File: config.mk
export PLATFORM = sky130hd
export DESIGN_NAME = regfile_param
export DESIGN_NICKNAME = d
export VERILOG_FILES = /design/src/rtl/regfile_param.sv
export SDC_FILE = /design/constraint.sdc
export NUM_CORES = 1
export LEC_CHECK = 0
export ABC_AREA = 1
export ABC_CLOCK_PERIOD_IN_PS = 2300
export CAP_MARGIN = 20
export CORE_UTILIZATION = 58
export DETAILED_ROUTE_END_ITERATION = 16
export GPL_TIMING_DRIVEN = 1
export PLACE_DENSITY = 0.76
export SYNTH_ARGS = -nofsm -noshare
export SYNTH_HDL_FRONTEND = slang
export SYNTH_SLANG_ARGS = --single-unit
File: constraint.sdc
create_clock -name CLK -period 2.3 [get_ports CLK]
set_input_delay 0.46 -clock CLK [delete_from_list [all_inputs] [get_ports CLK]]
set_output_delay 0.46 -clock CLK [all_outputs]
set_load 0.1 [all_outputs]
File: src/rtl/regfile_param.sv
`default_nettype none
// ============================================================================
// Module   : regfile_param
// Purpose  : Parametrised CPU register file. DEPTH entries of WIDTH bits,
//            one synchronous write port and two combinational read ports.
//            Optional write-to-read bypass, optional hardwired-zero entry 0,
//            and a sequential soft-clear engine that zeroes one entry per
//            cycle. Writes are suppressed while the data memory is BUSY.
// Ports    : CLK          - clock, rising-edge active
//            RESET_N      - synchronous active-low reset
//            IN           - write data (WIDTH)
//            INADDRESS    - write address (ADDR_W)
//            WRITE        - write enable
//            BUSY         - data-memory stall, drops writes
//            CLEAR        - request a sequential clear of all entries
//            OUT1ADDRESS  - read port 1 address (ADDR_W)
//            OUT2ADDRESS  - read port 2 address (ADDR_W)
//            OUT1, OUT2   - combinational read data (WIDTH)
//            READY        - 1 = idle and accepting writes, 0 = clearing
// Revision : 1.0 - initial release
// ============================================================================
module regfile_param #(
    parameter int WIDTH    = 8,
    parameter int DEPTH    = 8,
    parameter int ADDR_W   = 3,
    parameter int BYPASS   = 1,
    parameter int ZERO_REG = 0
) (
    input  logic              CLK,
    input  logic              RESET_N,
    input  logic [WIDTH-1:0]  IN,
    input  logic [ADDR_W-1:0] INADDRESS,
    input  logic              WRITE,
    input  logic              BUSY,
    input  logic              CLEAR,
    input  logic [ADDR_W-1:0] OUT1ADDRESS,
    input  logic [ADDR_W-1:0] OUT2ADDRESS,
    output logic [WIDTH-1:0]  OUT1,
    output logic [WIDTH-1:0]  OUT2,
    output logic              READY
);

    localparam logic [0:0]        c_ST_IDLE     = 1'b0;
    localparam logic [0:0]        c_ST_CLEARING = 1'b1;
    // One extra bit so that DEPTH == 2**ADDR_W is representable.
    localparam logic [ADDR_W:0]   c_DEPTH_EXT   = (ADDR_W+1)'(DEPTH);
    localparam logic [ADDR_W-1:0] c_LAST        = ADDR_W'(DEPTH - 1);

    logic [WIDTH-1:0]  r_mem [DEPTH];
    logic [0:0]        r_state;
    logic [ADDR_W-1:0] r_ptr;

    logic w_ready;
    logic w_wr_en;
    logic w_wr_ok;

    function automatic logic f_in_range(input logic [ADDR_W-1:0] a);
        return ({1'b0, a} < c_DEPTH_EXT);
    endfunction

    function automatic logic f_is_zero_reg(input logic [ADDR_W-1:0] a);
        return (ZERO_REG != 0) && (a == '0);
    endfunction

    assign w_ready = (r_state == c_ST_IDLE);
    // CLEAR wins over a same-cycle write; the write is simply lost.
    assign w_wr_en = WRITE & ~BUSY & w_ready & ~CLEAR;
    // A write that will actually land in the array; only these may bypass.
    assign w_wr_ok = w_wr_en & f_in_range(INADDRESS) & ~f_is_zero_reg(INADDRESS);

    // Read mux shared by both ports: bypass first, then range/zero masking.
    function automatic logic [WIDTH-1:0] f_read(
        input logic [ADDR_W-1:0] a,
        input logic              wr_ok,
        input logic [ADDR_W-1:0] wa,
        input logic [WIDTH-1:0]  wd
    );
        logic [WIDTH-1:0] v;
        v = '0;
        if ((BYPASS != 0) && wr_ok && (a == wa)) begin
            v = wd;
        end else if (f_in_range(a) && !f_is_zero_reg(a)) begin
            v = r_mem[a];
        end
        return v;
    endfunction

    always_comb begin
        OUT1 = f_read(OUT1ADDRESS, w_wr_ok, INADDRESS, IN);
        OUT2 = f_read(OUT2ADDRESS, w_wr_ok, INADDRESS, IN);
    end

    assign READY = w_ready;

    always_ff @(posedge CLK) begin
        if (!RESET_N) begin
            r_state <= c_ST_IDLE;
            r_ptr   <= '0;
            for (int i = 0; i < DEPTH; i++) begin
                r_mem[i] <= '0;
            end
        end else begin
            case (r_state)
                c_ST_IDLE: begin
                    if (CLEAR) begin
                        r_state <= c_ST_CLEARING;
                        r_ptr   <= '0;
                    end else if (w_wr_ok) begin
                        r_mem[INADDRESS] <= IN;
                    end
                end
                c_ST_CLEARING: begin
                    // One entry per edge; leave after the last entry is zeroed,
                    // giving exactly DEPTH cycles with READY low.
                    r_mem[r_ptr] <= '0;
                    if (r_ptr == c_LAST) begin
                        r_state <= c_ST_IDLE;
                        r_ptr   <= '0;
                    end else begin
                        r_ptr <= r_ptr + ADDR_W'(1);
                    end
                end
                default: begin
                    r_state <= c_ST_IDLE;
                    r_ptr   <= '0;
                end
            endcase
        end
    end

endmodule
`default_nettype wire

==> impl_metrics.env <==
export IMPL_status="finished, final reports clean"
export IMPL_pin_count=39
export IMPL_final_core_util=0.819
export IMPL_synth_seq_cells=68
export IMPL_synth_area_leaders="edfxtp_1, nand2_1, nand3_1, nor2_1, inv_1"
export IMPL_area_delta_synth_final_pct=36.8
export IMPL_diodes=0
export IMPL_intPower_w=0.00230
export IMPL_viasPerCell=5.83
export IMPL_io_buffers=38
export IMPL_tritoncts="yes"
export IMPL_die_area_um2=7830
export IMPL_die_h_um=88.5
export IMPL_syn_inst=579
export IMPL_period_minus_slack_ns=2.23
export IMPL_final_cell_mix="nand2_1, nand3_1, nor2_1, edfxtp_1, inv_1"
export IMPL_ys_seq_area_frac=0.461
export IMPL_p_per_area_nw_per_um2=590
export IMPL_layout_commonest_cell="nand2_1"
export IMPL_post_synth_cell_area_avg_um2=7.50
export IMPL_critical_path_top_delay_family="simple AND/OR/NAND/NOR gates"
export IMPL_critPathMostFrequentCell="nand2_1"
export IMPL_cellLeakagePower_nw=2.81
export IMPL_min_to="r_ptr[1]$_SDFFE_PN0P_"
export IMPL_hold_viol=0
export IMPL_report_final_slew_viol_count=0
export IMPL_globalplace_congestion=0.951
export IMPL_yosys_warnings=0
export IMPL_placed_area_um2=5610
export IMPL_pwr_share_seq=0.410
export IMPL_critPathArrivalTime_ns=1.77
export IMPL_hp_class="reg -> reg"
export IMPL_synth_top_area_frac=0.443
export IMPL_maxCapViolCount=0
export IMPL_clkLatencyLatePin_ns=0.35
export IMPL_grt_use_total=0.397
export IMPL_die_w_um=88.5
export IMPL_totalWireLength_mm=14.6
export IMPL_start_util=0.598
export IMPL_wl_per_cell_um=18.7
export IMPL_worst_setup_path_type="in -> out"
export IMPL_setup_violations=0
export IMPL_slowest_delay_ns=0.26
export IMPL_hpwl_mm=10.3
export IMPL_ant_nets=0
export IMPL_antenna_found_initial=0
export IMPL_syn_area_um2=4340
export IMPL_fmax_mhz=449
export IMPL_drc=0
export IMPL_pwr_share_comb=0.311
export IMPL_p_sw_frac=0.343
export IMPL_fin_nets=701
export IMPL_switching_power_w=0.00120
export IMPL_grt_pass1_wl_mm=22.3
export IMPL_layout_drive_gt1_share=0.240
export IMPL_r2r_start="r_state$_SDFF_PN0_"
export IMPL_dr_pass1_iters=7
export IMPL_synth_fp_nets=603
export IMPL_cts_made_buffers=9
export IMPL_hold_start="r_ptr[1]$_SDFFE_PN0P_"
export IMPL_stdcell_area_um2=5940
export IMPL_cts_sinks=68
export IMPL_r2r_end="r_mem[7][1]$_SDFFCE_PN0P_"
export IMPL_rsz0062_at_grt="no"
export IMPL_grt_pass1_vias=4311
export IMPL_rr_worst_depth=8
export IMPL_required_ns=1.84
export IMPL_clk_path_buf_depth=2
export IMPL_setup_worst_path_end_class="output pin"
export IMPL_synth_top_cell_by_area="edfxtp_1"
export IMPL_worst_pin_slew_ns=0.410
export IMPL_crit_buf_inv=3
export IMPL_dr_first_iter_drc_count=657
export IMPL_vias=4557
export IMPL_vdd_drop_max_v=0.000473
export IMPL_coreArea_um2=7250
export IMPL_grt_max_degree=24
export IMPL_path_max_fanout=4
export IMPL_grt_overflow=0
export IMPL_cp_cell_sequence="dlygate4sd2_1 -> buf_6 -> nand2_1 -> nand2_1 -> nor2_2 -> nand2_1 -> nand2_1 -> nand2_2 -> buf_12"
export IMPL_slew_headroom=0.726
export IMPL_whs_path_depth=2
export IMPL_final_period_utilization=0.968
export IMPL_rrSetupSlack_ns=0.52
export IMPL_start_kind="input port"
export IMPL_h_tree_depth=3
export IMPL_path_clk_slew_ns=0.07
export IMPL_p_clk_frac=0.280
export IMPL_cpMaxStageDelayCell="dlygate4sd2_1"
export IMPL_clock_skew_ns=0.0102
export IMPL_cts_root_buffer="clkbuf_8"
export IMPL_fin_worst_hold_slack_ns=0.558
export IMPL_synthDistinctLibCells=22
export IMPL_std_cell_rows=31
## worst max-delay path by stage
| stage | startpoint | end | slack, ns | cells after the start |
|---|---|---|---|---|
| floorplan | OUT1ADDRESS[2] | OUT1[0] | 0.17 | 9 |
| global placement | OUT1ADDRESS[1] | OUT1[6] | -0.16 | 10 |
| detailed placement | OUT1ADDRESS[1] | OUT1[0] | -0.20 | 10 |
| CTS | CLEAR | OUT2[4] | 0.02 | 9 |
| global route | INADDRESS[0] | OUT1[7] | 0.01 | 9 |
| finish | OUT1ADDRESS[0] | OUT1[6] | 0.07 | 9 |
## logic make-up after synthesis
family	Yosys count	share of synthesized area
buffers and inverters	98	0.0951
AO/OA/AOI/OAI	5	0.0115
AND/OR/NAND/NOR	406	0.426
adder cells (fa/ha/maj)	2	0.00576
flip-flops	68	0.461
## metrics by stage
step                TNS (ns)  power [W]  cells  setup WS, ns
floorplan                  0    0.00205    579         0.166
global placement       -1.93    0.00248    762        -0.158
detailed placement     -3.51    0.00250    762        -0.204
CTS                        0    0.00346    781        0.0180
global route               0    0.00360    781        0.0143
finish                     0    0.00350    781        0.0743
## cell usage after synthesis (all sizes together)
cell    number
o221a        1
ha           2
buf         16
inv         67
nor2        77
nand3      121
nand2      208
dfxtp        4
o21ai        1
a211oi       1
edfxtp      64
clkbuf       9
clkinv       6
a22oi        2
## state kept, by name, summed over array words and instances (netlist names)
signal,cells
r_ptr,3
r_mem,64
r_state,1
## routing by layer
layer  part of all wire  up-vias  track usage
met5                  0        -            0
met4              0.069        0        0.251
met3               0.11       95       0.0784
met2               0.46      363        0.633
met1               0.36     2048        0.497
li1                   -     2051            -
## power groups by stage
stage	sequential (W)	combinational [W]	clock, W
6_report	0.00143	0.00109	0.000979
5_1_grt	0.00144	0.00114	0.00102
4_1_cts	0.00143	0.00107	0.000967
3_5_place_dp	0.00146	0.00104	0
3_3_place_gp	0.00146	0.00103	0
2_1_floorplan	0.00145	0.000605	0
## layout make-up
type                    instances  area (um2)
repair buffers                111        1280
inverters                      73         287
clock buffers                  11         131
fillers                       465        1320
clock inverters                 5        55.1
well taps                      99         124
flip-flops and latches         68        2000
multi-input cells             414        2060
## worst min-delay path: cells and delay by family, from the launching register on
family | cells | cell delay [ns]
DFF | 1 | 0.36
and+or+nand+nor | 1 | 0.08
AOI/OAI and AO/OA | 1 | 0.08
## repair_timing
| action | 4_1_cts | 5_1_grt |
|---|---|---|
| gates resized for setup | 39 | 10 |
| pin swaps | 16 | 3 |
| setup endpoints to repair | 16 | 16 |
| hold endpoints to repair | 0 | 0 |
| hold buffers | 0 | 0 |
| setup buffers | 2 | 0 |
| cloned | 1 | 0 |
No activity file was read; power rests on OpenSTA's default activity.
